`config.mk`:
```
export PLATFORM = sky130hd
export DESIGN_NAME = noisy_signal_gen
export DESIGN_NICKNAME = d
export VERILOG_FILES = /design/src/rtl/noisy_signal_pkg.sv /design/src/rtl/sine_quarter_lut.sv /design/src/rtl/noisy_signal_gen.sv
export SDC_FILE = /design/constraint.sdc
export NUM_CORES = 1
export LEC_CHECK = 0
export ABC_AREA = 1
export CORE_AREA = 2 2 168 170
export DETAILED_ROUTE_END_ITERATION = 12
export DIE_AREA = 0 0 170 172
export PLACE_DENSITY = 0.71
export SLEW_MARGIN = 20
export SYNTH_ARGS = -nofsm -noshare
export SYNTH_HDL_FRONTEND = slang
export SYNTH_HIERARCHICAL = 1
export SYNTH_SLANG_ARGS = --single-unit
```
`constraint.sdc`:
```
create_clock -name clk -period 4.35 [get_ports clk]
set_input_delay 0.6525 -clock clk [delete_from_list [all_inputs] [get_ports clk]]
set_output_delay 0.6525 -clock clk [all_outputs]
set_load 0.02 [all_outputs]
```
`src/rtl/noisy_signal_pkg.sv`:
```
// Shared constants for the two-tone plus noise sample generator: phase width,
// quarter-wave sine table, LFSR seed/mask and the LFSR step function.
package noisy_signal_pkg;

  localparam int PHASE_W   = 24;
  localparam int LUT_AW    = 6;
  localparam int LUT_DEPTH = 1 << LUT_AW;

  localparam logic [15:0] LFSR_SEED = 16'hACE1;
  localparam logic [15:0] LFSR_MASK = 16'hB400;

  // Half-LSB offset sampling: round(32767*sin(pi/2*(k+0.5)/64)), so no entry is 0 or full scale.
  localparam logic signed [15:0] SINE_LUT [LUT_DEPTH] = '{
    16'sd402,   16'sd1206,  16'sd2009,  16'sd2811,  16'sd3612,  16'sd4410,  16'sd5205,  16'sd5998,
    16'sd6786,  16'sd7571,  16'sd8351,  16'sd9126,  16'sd9896,  16'sd10659, 16'sd11417, 16'sd12167,
    16'sd12910, 16'sd13645, 16'sd14372, 16'sd15090, 16'sd15800, 16'sd16499, 16'sd17189, 16'sd17869,
    16'sd18537, 16'sd19195, 16'sd19841, 16'sd20475, 16'sd21096, 16'sd21705, 16'sd22301, 16'sd22884,
    16'sd23452, 16'sd24007, 16'sd24547, 16'sd25072, 16'sd25582, 16'sd26077, 16'sd26556, 16'sd27019,
    16'sd27466, 16'sd27896, 16'sd28310, 16'sd28706, 16'sd29085, 16'sd29447, 16'sd29791, 16'sd30117,
    16'sd30424, 16'sd30714, 16'sd30985, 16'sd31237, 16'sd31470, 16'sd31685, 16'sd31880, 16'sd32057,
    16'sd32213, 16'sd32351, 16'sd32469, 16'sd32567, 16'sd32646, 16'sd32705, 16'sd32745, 16'sd32765
  };

  // Right-shifting Galois step; the mask folds in only when a 1 is shifted out.
  function automatic logic [15:0] lfsr_next(input logic [15:0] cur);
    return (cur >> 1) ^ (cur[0] ? LFSR_MASK : 16'h0000);
  endfunction

endpackage

```
`src/rtl/sine_quarter_lut.sv`:
```
// Quadrant-mapped quarter-wave sine lookup; one registered stage, no other state.
// Always accepts a new index each cycle; no backpressure.
module sine_quarter_lut
  import noisy_signal_pkg::*;
(
  input  logic              clk,
  input  logic              rst,
  input  logic [1:0]        quad,
  input  logic [LUT_AW-1:0] addr,
  output logic [15:0]       sine
);

  logic [LUT_AW-1:0] lut_addr;
  logic [15:0]       mag;

  // Odd quadrants walk the table backwards (63-a == ~a); upper half negates.
  always_comb begin
    lut_addr = quad[0] ? ~addr : addr;
    mag      = SINE_LUT[lut_addr];
  end

  always_ff @(posedge clk) begin
    if (rst) begin
      sine <= '0;
    end else begin
      sine <= quad[1] ? (16'd0 - mag) : mag;
    end
  end

endmodule

```
`src/rtl/noisy_signal_gen.sv`:
```
// Two DDS tones plus optional 12-bit LFSR noise as a 16-bit signed stream; 3-cycle latency.
// No backpressure: en advances phase/LFSR, the pipeline flows every cycle and sample_valid tags en samples.
module noisy_signal_gen
  import noisy_signal_pkg::*;
(
  input  logic               clk,
  input  logic               rst,
  input  logic               en,
  input  logic               noise_en,
  input  logic [PHASE_W-1:0] fcw_a,
  input  logic [PHASE_W-1:0] fcw_b,
  output logic [15:0]        noisy_signal,
  output logic               sample_valid
);

  logic [PHASE_W-1:0] phase_a;
  logic [PHASE_W-1:0] phase_b;
  logic [15:0]        lfsr;

  logic [7:0]  s1_idx_a;
  logic [7:0]  s1_idx_b;
  logic [11:0] s1_noise;
  logic        s1_noise_en;
  logic        s1_vld;

  logic [15:0] sin_a;
  logic [15:0] sin_b;
  logic [11:0] s2_noise;
  logic        s2_vld;

  logic signed [17:0] term_a;
  logic signed [17:0] term_b;
  logic signed [17:0] term_n;

  always_ff @(posedge clk) begin
    if (rst) begin
      phase_a <= '0;
      phase_b <= '0;
      lfsr    <= LFSR_SEED;
    end else if (en) begin
      phase_a <= phase_a + fcw_a;
      phase_b <= phase_b + fcw_b;
      lfsr    <= lfsr_next(lfsr);
    end
  end

  // Stage 1 samples every cycle, so with en low it keeps re-reading the held state.
  always_ff @(posedge clk) begin
    if (rst) begin
      s1_idx_a    <= '0;
      s1_idx_b    <= '0;
      s1_noise    <= '0;
      s1_noise_en <= 1'b0;
      s1_vld      <= 1'b0;
    end else begin
      s1_idx_a    <= phase_a[PHASE_W-1 -: 8];
      s1_idx_b    <= phase_b[PHASE_W-1 -: 8];
      s1_noise    <= lfsr[11:0];
      s1_noise_en <= noise_en;
      s1_vld      <= en;
    end
  end

  sine_quarter_lut u_lut_a (
    .clk  (clk),
    .rst  (rst),
    .quad (s1_idx_a[7:6]),
    .addr (s1_idx_a[5:0]),
    .sine (sin_a)
  );

  sine_quarter_lut u_lut_b (
    .clk  (clk),
    .rst  (rst),
    .quad (s1_idx_b[7:6]),
    .addr (s1_idx_b[5:0]),
    .sine (sin_b)
  );

  always_ff @(posedge clk) begin
    if (rst) begin
      s2_noise <= '0;
      s2_vld   <= 1'b0;
    end else begin
      s2_noise <= s1_noise_en ? s1_noise : 12'd0;
      s2_vld   <= s1_vld;
    end
  end

  // Worst case 16383+8192+2048 stays inside 16 bits, so truncation never wraps.
  always_comb begin
    term_a = $signed({{2{sin_a[15]}}, sin_a}) >>> 1;
    term_b = $signed({{2{sin_b[15]}}, sin_b}) >>> 2;
    term_n = $signed({{6{s2_noise[11]}}, s2_noise});
  end

  always_ff @(posedge clk) begin
    if (rst) begin
      noisy_signal <= '0;
      sample_valid <= 1'b0;
    end else begin
      noisy_signal <= 16'(term_a + term_b + term_n);
      sample_valid <= s2_vld;
    end
  end

endmodule
```
## After elaboration in Yosys (flattened, before gate mapping)

Memories as Yosys holds them, arrays and structs flattened.
Cells that the tools add are included.
W data, S select, Z words.

| storage, ports and cells | value |
|---|---|
| register bits after elaboration | 156 |
| ROM bits | 2048 |
| bits of input ports | 52 |
| word-level logic and storage cells | 40 |
| memories kept | 2 |

| operators by class | value |
|---|---|
| add/sub/neg operators | 6 |
| order comparisons | 2 |
| muxes and demuxes | 9 |
| bitwise logic cells | 6 |
| reduce and logical (&&, ||, !) cells | 1 |

Memory list:

| name | words | width | read ports | clocked after memory_dff | wr ports | line | text |
|---|---|---|---|---|---|---|---|
| (no name shown) | 64 | 16 | 1 | 0 | 0 | sine_quarter_lut.sv:19 | `mag = SINE_LUT[lut_addr];` |
| (no name shown) | 64 | 16 | 1 | 0 | 0 | sine_quarter_lut.sv:19 |  |

Operators with widths:

| cell | count |
|---|---|
| $mux W16 | 7 |
| $add A24 B24 Y24 | 2 |
| $sub A1 B16 Y16 const A | 2 |
| $add A15 B14 Y16 | 1 |
| $add A16 B12 Y16 | 1 |
| $xor A15 B16 Y16 | 1 |
| $ge A7 B7 Y1 const B | 2 |
| $not A6 Y7 | 2 |
| $mux W6 | 2 |
| $not A6 Y6 | 2 |
| $reduce_or A2 Y1 | 1 |
| $not A1 Y1 | 1 |

## Longest topological paths before layout

| logic depth | value |
|---|---|
| word-level depth | 8 |
| gate-level depth with buffers | 23 |

## By module

Netlist, hierarchy kept.

Modules (own cells, without submodules):

| module | times used | cells an instance | area an instance (sq um) | seq. area each (sq um) |
|---|---|---|---|---|
| noisy_signal_gen | 1 | 1307 | 8279.2 | 2482.4 |
| sine_quarter_lut at u_lut_a | 1 | 482 | 2745.1 | 320.3 |
| sine_quarter_lut at u_lut_b | 1 | 471 | 2558.7 | 320.3 |

## Least setup slack after synthesis

OpenSTA, ideal clock, no wires.

| timing path | value |
|---|---|
| path kind | reg-to-reg |
| start point | reg s1_idx_b[6] |
| end point | reg u_lut_b.sine[12] |
| setup time | 0.113 ns |
| arrival | 2.722 ns |
| setup slack | 1.516 ns |
| stages on the path, launching flop included | 24 |
| path buffers | 1 |
| path through | dfxtp_1 -> inv_2 -> buf_6 -> nand2_1 -> nand2_1 -> ha_1 -> inv_1 -> ha_1 -> inv_1 -> o21ai_1 -> inv_1 -> nand2_1 -> nand3_1 -> nand2_1 -> inv_1 -> ha_1 -> nand3_1 -> nor2_1 -> nand2_1 -> nand2_2 -> nand3_1 -> nand2_1 -> nand2_1 -> nor2_1 |

| on the way | value |
|---|---|
| cells in the longest elaborated chain, start to end | 7 |

Ends and longest elaborated chain:

| element | line | text |
|---|---|---|
| from (decl) | noisy_signal_gen.sv:21 | `logic [7:0] s1_idx_b;` |
| from (signal assigned) | noisy_signal_gen.sv:57 | `s1_idx_b <= phase_b[PHASE_W-1 -: 8];` |
| $mux W6 (*) | sine_quarter_lut.sv:18 | `lut_addr = quad[0] ? ~addr : addr;` |
| $not A6 Y7 (not written as such) (*) | sine_quarter_lut.sv:19 |  |
| $mem_v2 Z64 W16 (*) | -- |  |
| $mux W16 (not written as such) (*) (2 in series) | sine_quarter_lut.sv:19 |  |
| $sub A1 B16 Y16 | sine_quarter_lut.sv:26 | `sine <= quad[1] ? (16'd0 - mag) : mag;` |
| $mux W16 (*) | sine_quarter_lut.sv:26 |  |
| to (signal assigned) | sine_quarter_lut.sv:26 |  |
| to (decl) | sine_quarter_lut.sv:10 | `output logic [15:0] sine` |

Every way passes the cells marked *; elsewhere a longest branch is shown, timed or not. The select of a mux whose other input is x is not followed.
A chain may end at the register's enable or synchronous reset.

## Worst setup path after layout

| timing path | value |
|---|---|
| start point | reg s1_idx_b[6] |
| end point | reg u_lut_b.sine[14] |

Same word-level chain as after synthesis.

==> results.toml <==
[die]
initial_core_util_pct = 49.2
die_h_um = 172
fp-row-count = 61
io_pins = 69
die_area_um2 = 29200
core_area_um2 = 27500
die_w_um = 170

[clock_network]
cts_buffer_depth = 2
postCtsSetupBuffers = 0
clock_sinks = 153
ctsResizeCount = 0
cts-root-buf = "clkbuf_16"
cts_tree = "done"
htreeDepth = 4
clk_latency_ns = 0.43
ctsHoldBuffers = 0
path_clk_slew_ns = 0.07
numCtsBuffers = 17

[yosys]
syn_nets = 2417
avgSynthCellArea_um2 = 5.99
ys_warn_count = 6
synth_area_um2 = 13500
syn_inst = 2253

[grt]
antenna_found_initial = 1
grt_pass1_vias = 12500
grt_max_degree = 86
grt_overflow = 0
grt_pass1_wl_um = 60100
track_usage_pct = 25.3

[routing]
route.detailed.drc = 0
drt_wl_total_um = 36900
viasPerCell = 5.19
drtIter0Drc = 1102
ant_nets = 0
vias = 13700
drt-pass1-iter-count = 7
wl_per_cell_um = 14.0

[placement]
placed_cell_area_um2 = 14200
pre_cts_ws_ns = 0.903
gp_congestion = 0.952
hpwl_um = 27900
io_buffers = 68

[worst_setup_path]
cp_max_fo = 12
path_class = "reg2reg"
start_kind = "register"
endpoint_kind = "register"
required_ns = 4.71
worstPathArrival_ns = 3.94

[sta]
slew_headroom_pct = 36.0
hold_viol = 0
fin_crit_sh_pct = 82.3
min_period_ns = 3.58
fmax_ghz = 0.279
setup_viol = 0
timing.final.ws_setup_ns = 0.772
setup-tns-final_ns = 0
finClkSkew_ns = 0.0118
tightest_slew_ns = 0.958
holdWs_ns = 0.403
final_max_slew_viol_count = 0
rsz0062_at_grt = "no"

[finish]
finish.instance_area_um2 = 14800
final_nets = 2442
insertedDiodeCount = 0
fin_util_pct = 53.9
drive_above_1_share_pct = 6.85
area_growth_pct = 9.66

[hold_path]
hold_class = "reg2reg"

[power_and_ir_drop]
leakage_nw = 7.98
peakVddDrop_v = 0.000245
p_per_area_nw_per_um2 = 387

[run_status]
status = "completed"

[job]
maxCapViolCount = 0
## path summary, 6_finish.rpt
| path | startpoint | to | slack (ns) | cells past startpoint |
|---|---|---|---|---|
| min | s1_vld | s2_vld | 0.40 | 2 |
| max | s1_idx_b[6] | u_lut_b/sine[14] | 0.77 | 22 |
| max reg2reg | s1_idx_b[6] | u_lut_b/sine[14] | 0.77 | 22 |
| min reg2reg | s1_vld | s2_vld | 0.40 | 2 |
## layer usage
layer	wire length (um)	global-route usage, %	share of wire [%]	vias up
li1	-	-	-	7104
met1	17300	34.0	47	6106
met2	16900	42.5	46	426
met3	2110	3.48	5.7	60
met4	665	6.99	1.8	0
met5	0	0	0	-
## critical path, stage by stage (launching register included)
cell and delay (ns):
dfxtp_1 0.56, inv_2 0.19, nand2_1 0.09, nand2_1 0.24
ha_1 0.52, inv_1 0.16, ha_1 0.31, inv_1 0.07
o21ai_1 0.06, inv_1 0.09, nand2_1 0.05, nand3_1 0.08
nand2_1 0.07, inv_1 0.07, ha_1 0.18, nand3_1 0.11
nor2_1 0.11, nand2_1 0.07, nand2_2 0.14, nand3_1 0.11
nand2_1 0.08, nand2_1 0.05, nor2_1 0.10
## state kept, by name, indices dropped and copies added (netlist names), 8 cells and up
signal        count
phase_a          24
phase_b          24
lfsr             16
noisy_signal     16
u_lut_a/sine     15
u_lut_b/sine     14
s1_noise         12
s2_noise         12
s1_idx_a          8
s1_idx_b          8
## area by class of cell
cell class | count | area (um2)
clock buffer | 17 | 425
clock inverter | 15 | 195
fill | 2822 | 12700
inverter | 340 | 1280
multi-input combinational | 1690 | 8690
sequential | 153 | 3060
tap | 346 | 433
timing repair buffer | 76 | 731
## power breakdown
group / total [W] / switching, W / internal (W)
Clock: 0.00154 / 0.000705 / 0.000833
Sequential: 0.00167 / 0.0000936 / 0.00158
Combinational: 0.00252 / 0.00167 / 0.000850
Total: 0.00573 / 0.00246 / 0.00326
## cells in the final DEF, fill, tap and decap left out, types with 4 or more instances in the layout
| cell type | count |
|---|---|
| dfxtp_1 | 153 |
| nand2_2 | 49 |
| xnor2_1 | 7 |
| nand3_1 | 257 |
| nand4_1 | 19 |
| nand3_2 | 9 |
| inv_1 | 325 |
| a21oi_2 | 5 |
| nor2_2 | 13 |
| ha_1 | 94 |
| or2_2 | 5 |
| o21ai_1 | 7 |
| nor3_1 | 13 |
| nor2_1 | 261 |
| fa_1 | 18 |
| nand2_1 | 675 |
| xor2_1 | 10 |
| nand2_4 | 9 |
| a31oi_1 | 4 |
| o21bai_1 | 5 |
| clkbuf_16 | 17 |
| clkinv_8 | 4 |
| inv_2 | 13 |
| clkdlybuf4s50_1 | 66 |
| buf_4 | 8 |
| nor2_4 | 6 |
| inv_8 | 5 |
| o21ai_0 | 76 |
| a21oi_1 | 129 |
## metrics by stage
step,instances,total power [W]
3_5_place_dp,2605,0.00417
5_1_grt,2637,0.00615
6_report,2637,0.00573
2_1_floorplan,2253,0.00358
4_1_cts,2637,0.00573
3_3_place_gp,2605,0.00415
Power figures use the tool's default switching activity.
==> patch: new RTL, config.mk and constraints unchanged <==
Reset style: asynchronous (`rst`), changed in 5 clocked blocks.
--- a/src/rtl/sine_quarter_lut.sv
+++ b/src/rtl/sine_quarter_lut.sv
@@ -20,5 +20,5 @@
   end
 
-  always_ff @(posedge clk) begin
+  always_ff @(posedge clk or posedge rst) begin
     if (rst) begin
       sine <= '0;
--- a/src/rtl/noisy_signal_gen.sv
+++ b/src/rtl/noisy_signal_gen.sv
@@ -33,5 +33,5 @@
   logic signed [17:0] term_n;
 
-  always_ff @(posedge clk) begin
+  always_ff @(posedge clk or posedge rst) begin
     if (rst) begin
       phase_a <= '0;
@@ -46,5 +46,5 @@
 
   // Stage 1 samples every cycle, so with en low it keeps re-reading the held state.
-  always_ff @(posedge clk) begin
+  always_ff @(posedge clk or posedge rst) begin
     if (rst) begin
       s1_idx_a    <= '0;
@@ -78,5 +78,5 @@
   );
 
-  always_ff @(posedge clk) begin
+  always_ff @(posedge clk or posedge rst) begin
     if (rst) begin
       s2_noise <= '0;
@@ -95,5 +95,5 @@
   end
 
-  always_ff @(posedge clk) begin
+  always_ff @(posedge clk or posedge rst) begin
     if (rst) begin
       noisy_signal <= '0;
Function: differs if rst is asserted again (counterexample within 4 cycles, from zero or initial values and one cycle with rst high); with rst held inactive, the same outputs for 4 cycles.
==> patch against the unedited design <==
- setup slack improved by 0.33 ns
- hold slack got worse by 0.053 ns
- area after synthesis down 4.3%
- synthesized cell count decreased by 15%
- via count decreased by 12%
- cell area decreased by 3.6%
- sequential cell count unchanged
- first-iteration DRC count down 27%
- fmax increased by 10%
- routed wire length is 12% lower
- critical endpoint is now u_lut_a/sine[6]
Power is left out: the tool's default activity adds up to more than one toggle a clock period on the data nets, which glitch-free logic cannot reach.
==> patch: results (changes against the unedited design) <==
- Pre-CTS setup slack: 1.14 ns (+0.235 ns)
- Critical path arrival: 3.56 ns (-0.38 ns)
- Met1 usage: 0.309 (-0.0312)
- First-pass GRT wire length: 54.1 mm (-10%)
- Met2 wire length: 15.1 mm (-10%)
- Placed cells: 2286 (-12%)
- H-tree depth: 4 (unchanged)
- Met3 wire len: 1.64 mm (-22%)
- Met2 Use GR: 0.379 (-0.0458)
- Largest net degree at the start of global routing: 104 (+21%)
- Detail Placement HPWL: 24.6 mm (-12%)
- Clock Latency Late Sink: 0.43 ns (about the same)
- Routability cong.: 0.933 (-2.1%)
- Slowest stage cell on the critical path: dfrtp_1
- Drt total wl: 32.4 mm (-12%)
- Met1 wire length: 14.8 mm (-14%)
- Max_slew headroom: 0.437 (+0.0770)
- CP peak stage delay: 0.90 ns (+0.34 ns)
- Global Route Usage Sum: 0.229 (-0.0242)
- Post-DP Area: 0.0137 mm^2 (-3.1%)
- Via/cell ratio: 5.17 (-0.38%)
- Vias: 12000 (-12%)
- Setup Skew: 0.0152 ns (+0.00340 ns)
- Initial antenna violation count: 0 (-1)
- Crit Path Max Fanout: 29 (+17)
- Setup repair bufs after CTS: 0 (unchanged)
- Met3 usage: 0.0291 (-0.00572)
- Status: completed
- Cells after Synth: 1918 (-15%)
- Fin nets: 2104 (-14%)
- First-pass DRT Iterations: 6 (-1)
- IO Port Bufs: 68 (unchanged)
- Fraction of layout cells with a size suffix above 1: 0.0857 (+0.0172)
- Number of global-route vias before repair: 11200 (-10%)
- Starting DRC count in detailed routing: 808 (-27%)
patch: cell types whose count changed in the layout (fill, tap and decap cells not counted), sizes merged, moves of 62 or more:
cell | unedited run | this run
a21oi | 135 | 61
nor2 | 280 | 130
nand2 | 733 | 795
dfrtp | 0 | 145
nand3 | 268 | 195
inv | 346 | 251
dfxtp | 153 | 0
patch: path summary, 6_finish.rpt:
check / startpoint / endpoint / slack, ns / cells after the start
max: s1_idx_a[6] / u_lut_a/sine[6] / 1.10 / 18
min: s1_vld / s2_vld / 0.35 / 0
max reg2reg: s1_idx_a[6] / u_lut_a/sine[6] / 1.10 / 18
min reg2reg: s1_vld / s2_vld / 0.35 / 0
max in group asynchronous: rst / lfsr[0] / 2.89 / 3
min in group asynchronous: rst / noisy_signal[10] / 0.65 / 2
patch: cell type report:
type | count | area (um^2)
inverters | 249 | 937
repair buffers | 73 | 726
fillers | 2731 | 13200
well taps | 346 | 433
clock buffers | 22 | 454
multi-input cells | 1465 | 7820
flip-flops and latches | 153 | 3840
clock inverters | 10 | 72.6
